## src/rtl/sprite_pkg.sv

```systemverilog
// Shared types and sizing helpers for the parametrised sprite renderer.
// The optional collision detector is enabled with SPRITE_RENDERER_COLLIDE_EN.
package sprite_pkg;

  localparam int unsigned DEF_SPRITE_W = 16;
  localparam int unsigned DEF_SPRITE_H = 16;
  localparam int unsigned DEF_ROM_W    = 8;

  typedef enum logic [2:0] {
    StIdle,
    StWaitLoad,
    StSetup,
    StFetch,
    StWaitHstart,
    StDraw
  } state_e;

  function automatic int unsigned sprite_clog2(input int unsigned v);
    int unsigned r;
    r = 0;
    for (int i = 0; i < 31; i++) begin
      if ((32'd1 << i) < v) r = i + 1;
    end
    return r;
  endfunction

  // Counter widths never collapse to zero bits.
  function automatic int unsigned sprite_clog2_min1(input int unsigned v);
    return (sprite_clog2(v) == 0) ? 1 : sprite_clog2(v);
  endfunction

endpackage

```

## src/rtl/sprite_renderer_p_if.sv

```systemverilog
// Control/ROM/pixel bundle between object controller, sprite renderer and colour mux.
// playfield/collision exist only when SPRITE_RENDERER_COLLIDE_EN is defined.
interface sprite_renderer_p_if
  import sprite_pkg::*;
#(
  parameter int unsigned ADDR_W = sprite_clog2(DEF_SPRITE_H) + sprite_clog2(DEF_SPRITE_W / DEF_ROM_W),
  parameter int unsigned ROM_W  = DEF_ROM_W
);
  logic              vstart;
  logic              load;
  logic              hstart;
  logic              hmirror;
  logic              vmirror;
  logic              xscale;
  logic [ADDR_W-1:0] rom_addr;
  logic [ROM_W-1:0]  rom_bits;
  logic              gfx;
  logic              busy;
  logic              done;
`ifdef SPRITE_RENDERER_COLLIDE_EN
  logic              playfield;
  logic              collision;

  modport master (
    output vstart, load, hstart, hmirror, vmirror, xscale, rom_bits, playfield,
    input  rom_addr, gfx, busy, done, collision
  );
  modport slave (
    input  vstart, load, hstart, hmirror, vmirror, xscale, rom_bits, playfield,
    output rom_addr, gfx, busy, done, collision
  );
`else
  modport master (
    output vstart, load, hstart, hmirror, vmirror, xscale, rom_bits,
    input  rom_addr, gfx, busy, done
  );
  modport slave (
    input  vstart, load, hstart, hmirror, vmirror, xscale, rom_bits,
    output rom_addr, gfx, busy, done
  );
`endif
endinterface

```

## src/rtl/sprite_line_buffer.sv

```systemverilog
// One-scanline pixel store: word-wise loader plus mirrored, optionally 2x-stretched pixel walker.
module sprite_line_buffer
  import sprite_pkg::*;
#(
  parameter int unsigned SPRITE_W = DEF_SPRITE_W,
  parameter int unsigned ROM_W    = DEF_ROM_W,
  localparam int unsigned WORDS   = SPRITE_W / ROM_W,
  localparam int unsigned WB      = sprite_clog2_min1(WORDS),
  localparam int unsigned XB      = sprite_clog2(SPRITE_W)
) (
  input  logic             clk,
  input  logic             reset,
  input  logic             i_load,
  input  logic [WB-1:0]    i_word,
  input  logic [ROM_W-1:0] i_rom_bits,
  input  logic             i_clr,
  input  logic             i_step,
  input  logic             i_xscale,
  input  logic             i_hmirror,
  output logic             o_pix,
  output logic             o_last
);

  logic [SPRITE_W-1:0] r_bits;
  logic [XB-1:0]       r_x;
  logic                r_phase;
  logic                w_adv;

  // x advances every clock, or every second clock when stretched.
  assign w_adv = !i_xscale || r_phase;

  always_ff @(posedge clk or posedge reset) begin
    if (reset) begin
      r_bits  <= '0;
      r_x     <= '0;
      r_phase <= 1'b0;
    end else begin
      for (int i = 0; i < WORDS; i++) begin
        if (i_load && (i_word == WB'(i))) r_bits[i*ROM_W +: ROM_W] <= i_rom_bits;
      end
      if (i_clr) begin
        r_x     <= '0;
        r_phase <= 1'b0;
      end else if (i_step) begin
        if (w_adv) r_x <= r_x + 1'b1;
        if (i_xscale) r_phase <= ~r_phase;
      end
    end
  end

  // SPRITE_W is a power of two, so SPRITE_W-1-x is simply ~x.
  assign o_pix  = r_bits[i_hmirror ? ~r_x : r_x];
  assign o_last = (r_x == {XB{1'b1}}) && w_adv;

endmodule

```

## src/rtl/sprite_renderer_p.sv

```systemverilog
// Per-scanline sprite fetch/draw sequencer driving an external ROM and the pixel output.
// Collision detection is added when SPRITE_RENDERER_COLLIDE_EN is defined.
module sprite_renderer_p
  import sprite_pkg::*;
#(
  parameter int unsigned SPRITE_W = DEF_SPRITE_W,
  parameter int unsigned SPRITE_H = DEF_SPRITE_H,
  parameter int unsigned ROM_W    = DEF_ROM_W
) (
  input logic               clk,
  input logic               reset,
  sprite_renderer_p_if.slave bus
);

  localparam int unsigned WORDS  = SPRITE_W / ROM_W;
  localparam int unsigned RB     = sprite_clog2(SPRITE_H);
  localparam int unsigned CW     = sprite_clog2(WORDS);
  localparam int unsigned WB     = sprite_clog2_min1(WORDS);
  localparam int unsigned ADDR_W = RB + CW;

  state_e              r_state, w_state_d;
  logic [RB-1:0]       r_row, w_row_d, w_row_eff;
  logic [WB-1:0]       r_word, w_word_d;
  logic [ADDR_W-1:0]   r_addr, w_addr_d, w_addr_set;
  logic                r_gfx, w_gfx_d;
  logic                r_done, w_done_d;
  logic                r_hm, r_vm, r_xs;
  logic                w_latch, w_lb_load, w_lb_clr, w_lb_step, w_pix, w_last;

  // vmirror inverts only the fetched row; r_row itself always counts upward.
  assign w_row_eff = r_vm ? ~r_row : r_row;

  if (CW == 0) begin : g_one_word
    assign w_addr_set = w_row_eff;
  end else begin : g_multi_word
    assign w_addr_set = {w_row_eff, r_word};
  end

  always_comb begin
    w_state_d = r_state;
    w_row_d   = r_row;
    w_word_d  = r_word;
    w_addr_d  = r_addr;
    w_gfx_d   = 1'b0;
    w_done_d  = 1'b0;
    w_latch   = 1'b0;
    w_lb_load = 1'b0;
    w_lb_clr  = 1'b0;
    w_lb_step = 1'b0;
    unique case (r_state)
      StIdle: begin
        w_row_d = '0;
        if (bus.vstart) begin
          w_latch   = 1'b1;
          w_state_d = StWaitLoad;
        end
      end
      StWaitLoad: begin
        w_word_d = '0;
        w_lb_clr = 1'b1;
        if (bus.load) w_state_d = StSetup;
      end
      StSetup: begin
        w_addr_d  = w_addr_set;
        w_state_d = StFetch;
      end
      StFetch: begin
        w_lb_load = 1'b1;
        if (r_word == WB'(WORDS - 1)) begin
          w_state_d = StWaitHstart;
        end else begin
          w_word_d  = r_word + 1'b1;
          w_state_d = StSetup;
        end
      end
      StWaitHstart: begin
        if (bus.hstart) w_state_d = StDraw;
      end
      StDraw: begin
        w_lb_step = 1'b1;
        w_gfx_d   = w_pix;
        if (w_last) begin
          if (r_row == RB'(SPRITE_H - 1)) begin
            w_done_d  = 1'b1;
            w_state_d = StIdle;
          end else begin
            w_row_d   = r_row + 1'b1;
            w_state_d = StWaitLoad;
          end
        end
      end
      default: w_state_d = StIdle;
    endcase
  end

  always_ff @(posedge clk or posedge reset) begin
    if (reset) begin
      r_state <= StIdle;
      r_row   <= '0;
      r_word  <= '0;
      r_addr  <= '0;
      r_gfx   <= 1'b0;
      r_done  <= 1'b0;
      r_hm    <= 1'b0;
      r_vm    <= 1'b0;
      r_xs    <= 1'b0;
    end else begin
      r_state <= w_state_d;
      r_row   <= w_row_d;
      r_word  <= w_word_d;
      r_addr  <= w_addr_d;
      r_gfx   <= w_gfx_d;
      r_done  <= w_done_d;
      if (w_latch) begin
        r_hm <= bus.hmirror;
        r_vm <= bus.vmirror;
        r_xs <= bus.xscale;
      end
    end
  end

  sprite_line_buffer #(
    .SPRITE_W (SPRITE_W),
    .ROM_W    (ROM_W)
  ) u_line_buffer (
    .clk        (clk),
    .reset      (reset),
    .i_load     (w_lb_load),
    .i_word     (r_word),
    .i_rom_bits (bus.rom_bits),
    .i_clr      (w_lb_clr),
    .i_step     (w_lb_step),
    .i_xscale   (r_xs),
    .i_hmirror  (r_hm),
    .o_pix      (w_pix),
    .o_last     (w_last)
  );

`ifdef SPRITE_RENDERER_COLLIDE_EN
  logic r_coll;

  // A hit in the same clock as a new vstart keeps the flag set.
  always_ff @(posedge clk or posedge reset) begin
    if (reset) begin
      r_coll <= 1'b0;
    end else if (r_gfx && bus.playfield) begin
      r_coll <= 1'b1;
    end else if (w_latch) begin
      r_coll <= 1'b0;
    end
  end

  assign bus.collision = r_coll;
`endif

  assign bus.rom_addr = r_addr;
  assign bus.gfx      = r_gfx;
  assign bus.busy     = (r_state != StIdle);
  assign bus.done     = r_done;

endmodule

```

## src/flat_wrapper.sv

```systemverilog
// flat-port wrapper written by rule: the top's interface ports become plain ports
module sprite_renderer_p_flat import sprite_pkg::*;
#(
  parameter int unsigned SPRITE_W = DEF_SPRITE_W,
  parameter int unsigned SPRITE_H = DEF_SPRITE_H,
  parameter int unsigned ROM_W    = DEF_ROM_W
)
  (clk, reset, bus_vstart, bus_load, bus_hstart, bus_hmirror, bus_vmirror, bus_xscale, bus_rom_bits, bus_rom_addr, bus_gfx, bus_busy, bus_done);
  sprite_renderer_p_if #(.ADDR_W(5), .ROM_W(ROM_W)) bus_i ();
  input logic clk;
  input logic reset;
  input wire logic [$bits(bus_i.vstart)-1:0] bus_vstart;
  input wire logic [$bits(bus_i.load)-1:0] bus_load;
  input wire logic [$bits(bus_i.hstart)-1:0] bus_hstart;
  input wire logic [$bits(bus_i.hmirror)-1:0] bus_hmirror;
  input wire logic [$bits(bus_i.vmirror)-1:0] bus_vmirror;
  input wire logic [$bits(bus_i.xscale)-1:0] bus_xscale;
  input wire logic [$bits(bus_i.rom_bits)-1:0] bus_rom_bits;
  output wire logic [$bits(bus_i.rom_addr)-1:0] bus_rom_addr;
  output wire logic [$bits(bus_i.gfx)-1:0] bus_gfx;
  output wire logic [$bits(bus_i.busy)-1:0] bus_busy;
  output wire logic [$bits(bus_i.done)-1:0] bus_done;
  assign bus_i.vstart = bus_vstart;
  assign bus_i.load = bus_load;
  assign bus_i.hstart = bus_hstart;
  assign bus_i.hmirror = bus_hmirror;
  assign bus_i.vmirror = bus_vmirror;
  assign bus_i.xscale = bus_xscale;
  assign bus_i.rom_bits = bus_rom_bits;
  assign bus_rom_addr = bus_i.rom_addr;
  assign bus_gfx = bus_i.gfx;
  assign bus_busy = bus_i.busy;
  assign bus_done = bus_i.done;
  sprite_renderer_p #(.SPRITE_W(SPRITE_W), .SPRITE_H(SPRITE_H), .ROM_W(ROM_W)) u_core (.clk(clk), .reset(reset), .bus(bus_i));
endmodule
```

## config.mk

```make
export PLATFORM = sky130hd
export DESIGN_NAME = sprite_renderer_p_flat
export DESIGN_NICKNAME = d
export VERILOG_FILES = /design/src/rtl/sprite_pkg.sv /design/src/rtl/sprite_renderer_p_if.sv /design/src/rtl/sprite_line_buffer.sv /design/src/rtl/sprite_renderer_p.sv /design/src/flat_wrapper.sv
export SDC_FILE = /design/constraint.sdc
export NUM_CORES = 1
export LEC_CHECK = 0
export ABC_AREA = 1
export BUFFER_PORTS_ARGS = -buffer_cell sky130_fd_sc_hd__buf_2
export CORE_ASPECT_RATIO = 2
export CORE_MARGIN = 5
export CORE_UTILIZATION = 35
export CTS_CLUSTER_SIZE = 40
export DETAILED_ROUTE_END_ITERATION = 16
export PLACE_DENSITY = 0.54
export SYNTH_ARGS = -nofsm -noshare
export SYNTH_HDL_FRONTEND = slang
export SYNTH_HIERARCHICAL = 1
export SYNTH_SLANG_ARGS = --single-unit
export TNS_END_PERCENT = 10
```

## constraint.sdc

```tcl
create_clock -name clk -period 2.9 [get_ports clk]
set_clock_uncertainty 0.15 [all_clocks]
set_input_delay 0.29 -clock clk [delete_from_list [all_inputs] [get_ports clk]]
set_output_delay 0.29 -clock clk [all_outputs]
set_load 0.02 [all_outputs]
```

---- Word-level counts from Yosys, hierarchy flattened ----
Index checks and enable logic that the tools add are counted.
storage, ports and cells
  register bits ........................... 39
  input port bits ......................... 16
operators by class
  $add $sub $neg .......................... 3
  mux-type cells .......................... 31
  bitwise logic cells ..................... 4
  order comparisons ....................... 1
  reduce and logical (&&, ||, !) cells .... 16
  eq/ne operators ......................... 12
operators with widths
  cell                                                                           number
  4-bit two-way mux                                                              7
  3-bit one-hot mux with 6 select lines                                          1
  1-bit two-way mux                                                              15
  3-bit two-way mux                                                              5
  2-bit inequality test (second input constant)                                  5
  2-bit nonzero test                                                             5
  4-bit by 1-bit adder with 4-bit output (second input constant)                 2
  4-bit equality test (second input constant)                                    2
  4-bit NOT                                                                      2
  4-bit one-hot mux with 2 select lines                                          1
  3-bit by 2-bit equality test with 1-bit output (second input constant)         2
  3-bit equality test (second input constant)                                    2
  4-bit by 5-bit less-than comparator with 1-bit output (second input constant)  1
  1-bit binary-select mux with 4-bit select                                      1
  2-bit AND reduction                                                            2
  4-bit AND reduction                                                            1
  3-bit by 1-bit equality test with 1-bit output (second input constant)         1
  1-bit logical AND                                                              3
  3-bit logical NOT                                                              1
  3-bit AND reduction                                                            1
  3-bit nonzero test                                                             1
  1-bit NOT                                                                      2
  1-bit one-hot mux with 2 select lines                                          1
  1-bit adder (second input constant)                                            1
  other kinds (2)                                                                2

---- Logic depth before layout (Yosys ltp) ----
  depth after elaboration ................. 5
  gate-level depth with buffers ........... 11
  depth with buffers taken out ............ 10

---- Cells and area by module ----
Netlist, hierarchy kept.
modules (own cells, without submodules)
  module              times used  cells each  area each (um^2)
  sprite_line_buffer  1           151         1162.4
  sprite_renderer_p   1           118         947.2

---- Worst setup path before layout ----
Ideal clock, no wire load.
  path type ............................... reg2reg
  start ................................... register u_core.u_line_buffer.r_x[1]
  end ..................................... register u_core.r_state[1]
  cell stages (with the launch flop) ...... 9
  path slack .............................. 1.429 ns
  arrival time ............................ 1.252 ns
  clock period less this slack ............ 1.471 ns
  buffers on the path ..................... 0
  cell sequence ........................... dfrtp_1 > ha_1 > nand3_1 > a21oi_1 > inv_1 > nand2_4 > and2_4 > nand2_2 > nor2_2
on the way
  cells in the longest elaborated chain, start to end .. 4
RTL lines
  element                                 line                      text
  start: declaration                      sprite_line_buffer.sv:25  logic [XB-1:0] r_x;
  start signal: assignment                sprite_line_buffer.sv:45  if (w_adv) r_x <= r_x + 1'b1;
  4-bit equality test                     sprite_line_buffer.sv:53  assign o_last = (r_x == {XB{1'b1}}) && w_adv;
  1-bit logical AND                       sprite_line_buffer.sv:53
  net u_core.w_last                       sprite_renderer_p.sv:28   logic w_latch, w_lb_load, w_lb_clr, w_lb_step, w_pix, w_last;
  2-bit inequality test (no source line)  --
  4-bit AND reduction (no source line)    --
  end signal: assignment                  sprite_renderer_p.sv:98   r_state <= StIdle;
  end signal: assignment                  sprite_renderer_p.sv:108  r_state <= w_state_d;
  end: declaration                        sprite_renderer_p.sv:21   state_e r_state, w_state_d;
The timed path passes the listed nets, and every way through them passes these cells.
A chain may end at the register's enable or synchronous reset.

---- Worst setup path after layout ----
  start ................................... register u_core.r_hm
  end ..................................... register u_core.r_gfx, in the netlist u_core/bus.gfx
on the way
  cells in the longest elaborated chain, start to end .. 4
RTL lines
  element                                    line                      text
  start: declaration                         sprite_renderer_p.sv:27   logic r_hm, r_vm, r_xs;
  start signal: assignment                   sprite_renderer_p.sv:115  r_hm <= bus.hmirror;
  4-bit two-way mux                          sprite_line_buffer.sv:52  assign o_pix = r_bits[i_hmirror ? ~r_x : r_x];
  1-bit binary-select mux with 4-bit select  sprite_line_buffer.sv:52
  1-bit two-way mux                          sprite_line_buffer.sv:52
  net u_core.w_pix                           sprite_renderer_p.sv:28
  1-bit two-way mux                          sprite_renderer_p.sv:50   unique case (r_state)
  net u_core.w_gfx_d                         sprite_renderer_p.sv:25   logic r_gfx, w_gfx_d;
  end signal: assignment                     sprite_renderer_p.sv:112  r_gfx <= w_gfx_d;
  end: declaration                           sprite_renderer_p.sv:25
The timed path passes the listed nets, and every way through them passes these cells. The select of a mux whose other input is x is not followed.

==> run summary <==
Number of global-route vias before repair: 1838
Worst R2R Start: u_core/r_hm
Syn Area/Cell: 7.842 um2
Setup violators final: 0
Setup_tns: 0 ps
First-pass GRT wire length: 8390 um
Max-slew violations: 0
Post_cts resized: 0
Failing checks: hold timing
Initial antenna violation count: 0
H-tree depth: 2
Floorplan core area: 5956 um2
Starting DRC count in detailed routing: 83
Worst-path maximum fanout: 8
FF+latch count, synth: 39
RePlAce Congestion: 0.8521
R2R depth: 9
CTS tree: yes
Max Root-Sink Buffers: 2
Layout Nets: 311
Final Cell Area: 2406 um2
Initial Util: 0.3542
Antenna viol nets, final: 0
Max IR drop VDD: 0.0004904 V
Sequential area share after synthesis: 0.4626
Max_cap viols: 0
Pwr dens: 1082 nW/um2
# diodes: 0
Largest net degree at the start of global routing: 22
R2r setup slk: 1190 ps
Die width: 64.90 um
Overall Global Routing Usage: 0.1422
Area delta synth->final: 14.06%
Die ar.: 7774 um2
Drt via density: 4.834
Unrepaired setup endpoints after global routing: false
Fmax: 0.5864 GHz
Root Driver: clkbuf_16
Worst path required time: 2920 ps
Routed Wire Length: 4750 um
Fin. Hold Viols: 18
# fillers: 646
Pwr Total: 2603 uW
Post-Syn Instances: 269
TritonCTS buffer count: 5
Clk Latency, worst-skew pair: 280 ps
Share of layout cells above drive strength 1: 0.1945
Worst Tran Pin Value: 813.1 ps
Worst r2r dst: u_core/bus.gfx
Min Tclk post-route: 1705 ps
Mapped Nets: 287
Mapped Area: 2110 um2
Via Count: 1721
Worst min path class: in -> async
Rows: 40
Drt wl/cell: 13.34 um
Status: finished, violations left
Clock sinks: 39
I/O Pins: 24
Drt first pass iters: 5
Slew margin rel.: 0.4573
Min setup slack post-route: 1195 ps
Placed wire-length estimate: 3758 um
LEAKAGE: 0.001269 uW
Part of the cycle the worst path needs: 0.5881
Ys Warns: 6
Post-CTS Setup Repair Bufs: 0
Yosys cell types: 31
Crit end category: register
Hold_buf cts: 0
Worst hold slack: -19.51 ps
Grt ovf: 0
DRC viols: 0
Worst Path Arrival: 1720 ps
Crit Path Category: reg -> reg
Crit start category: register
Port bufs: 23
Reg clk slew, reported paths: 60 ps
Setup WS pre-CTS: 1195 ps
Die Y-Extent: 119.8 um
Placed standard-cell area: 2262 um2
[flip-flops by register name, indices dropped and copies added, names as in the netlist]
signal                        count
u_core/r_vm                       1
u_core/r_hm                       1
u_core/u_line_buffer/r_phase      1
u_core/bus.done                   1
u_core/u_line_buffer/r_bits      16
u_core/bus.gfx                    1
u_core/r_xs                       1
u_core/u_line_buffer/r_x          4
u_core/bus.rom_addr               5
u_core/r_state                    3
u_core/r_row                      4
u_core/r_word                     1
[synth_stat cells, drive strengths merged]
library cell / count / area, um2
nor2: 10 / 52.55
inv: 46 / 175.2
nand4: 1 / 6.260
buf: 2 / 25.02
nand3b: 3 / 22.52
nor3: 2 / 10.01
xor2: 1 / 16.27
nand2: 81 / 346.6
a21oi: 8 / 43.79
or2: 1 / 6.260
and2: 1 / 8.760
nand3: 30 / 150.1
o21bai: 1 / 7.510
clkbuf: 4 / 16.26
xnor2: 7 / 68.82
dfrtp: 39 / 975.9
clkinv: 1 / 3.750
o21ai: 29 / 148.9
ha: 2 / 25.02
[critical path, cell delays in order, from the launching register on]
cell and delay [ps]:
dfrtp_1 630, nand2_2 200, nand2_4 160, nand2_1 70
nand3_1 70, nand3_1 80, nand3_1 90, nand2_1 60
inv_1 50, nor2_1 40
[final cells by class]
| type | instances | area, um2 | area share |
|---|---|---|---|
| Inverter | 47 | 178.9 | 0.07436 |
| Multi-Input combinational cell | 177 | 913.4 | 0.3796 |
| Sequential cell | 39 | 975.9 | 0.4056 |
| Timing Repair Buffer | 23 | 115.1 | 0.04784 |
| Tap cell | 63 | 78.83 | 0.03276 |
| Clock buffer | 6 | 138.9 | 0.05772 |
| Clock inverter | 1 | 5.005 | 0.002080 |
[how the worst max path moves through the flow]
stage | from | to | depth (start not counted)
global route | u_core/r_state[2] | u_core/u_line_buffer/r_bits[3] | 5
detailed placement | u_core/r_hm | u_core/bus.gfx | 9
global placement | u_core/r_hm | u_core/bus.gfx | 9
finish | u_core/r_hm | u_core/bus.gfx | 9
CTS | u_core/r_hm | u_core/bus.gfx | 9
floorplan | u_core/u_line_buffer/r_x[1] | u_core/r_state[1] | 8
[routing by layer]
layer,wire (um),vias up,GRT usage,part of all wire
met3,113,13,0.02809,0.024
met2,2784,22,0.2662,0.59
li1,-,889,-,-
met1,1684,797,0.1357,0.35
met5,0,-,0,0
met4,167,0,0.08742,0.035
[metrics by stage]
| step | instances | util |
|---|---|---|
| CTS | 356 | 0.4040 |
| floorplan | 269 | - |
| detailed placement | 349 | 0.3798 |
| finish | 356 | 0.4040 |
| global placement | 349 | 0.3798 |
| global route | 356 | 0.4040 |
[cell families after synthesis]
family	synth area share
and+or+nand+nor	0.2859
adders and majority gates	0.01186
xor gates and xnor gates	0.04034
buffers and inverters	0.1044
DFF	0.4626
AOI/OAI and AO/OA	0.09490
[cells in the final DEF (no fill, tap or decap), drive strengths merged]
cell,instances
o21ai,29
nor3,2
dfrtp,39
clkbuf,6
xor2,1
or2,1
xnor2,7
a21oi,8
nand3,30
nand2,81
nand4,1
nor2,10
buf,23
o21bai,1
and2,1
inv,46
nand3b,3
ha,2
clkinv,2
[report_power, final]
| part | internal (uW) | total, uW | switching (uW) |
|---|---|---|---|
| combinational | 407 | 1120 | 709 |
| clock | 335 | 543 | 208 |
| sequential | 753 | 944 | 190 |
(Power assumes the default switching activity.)
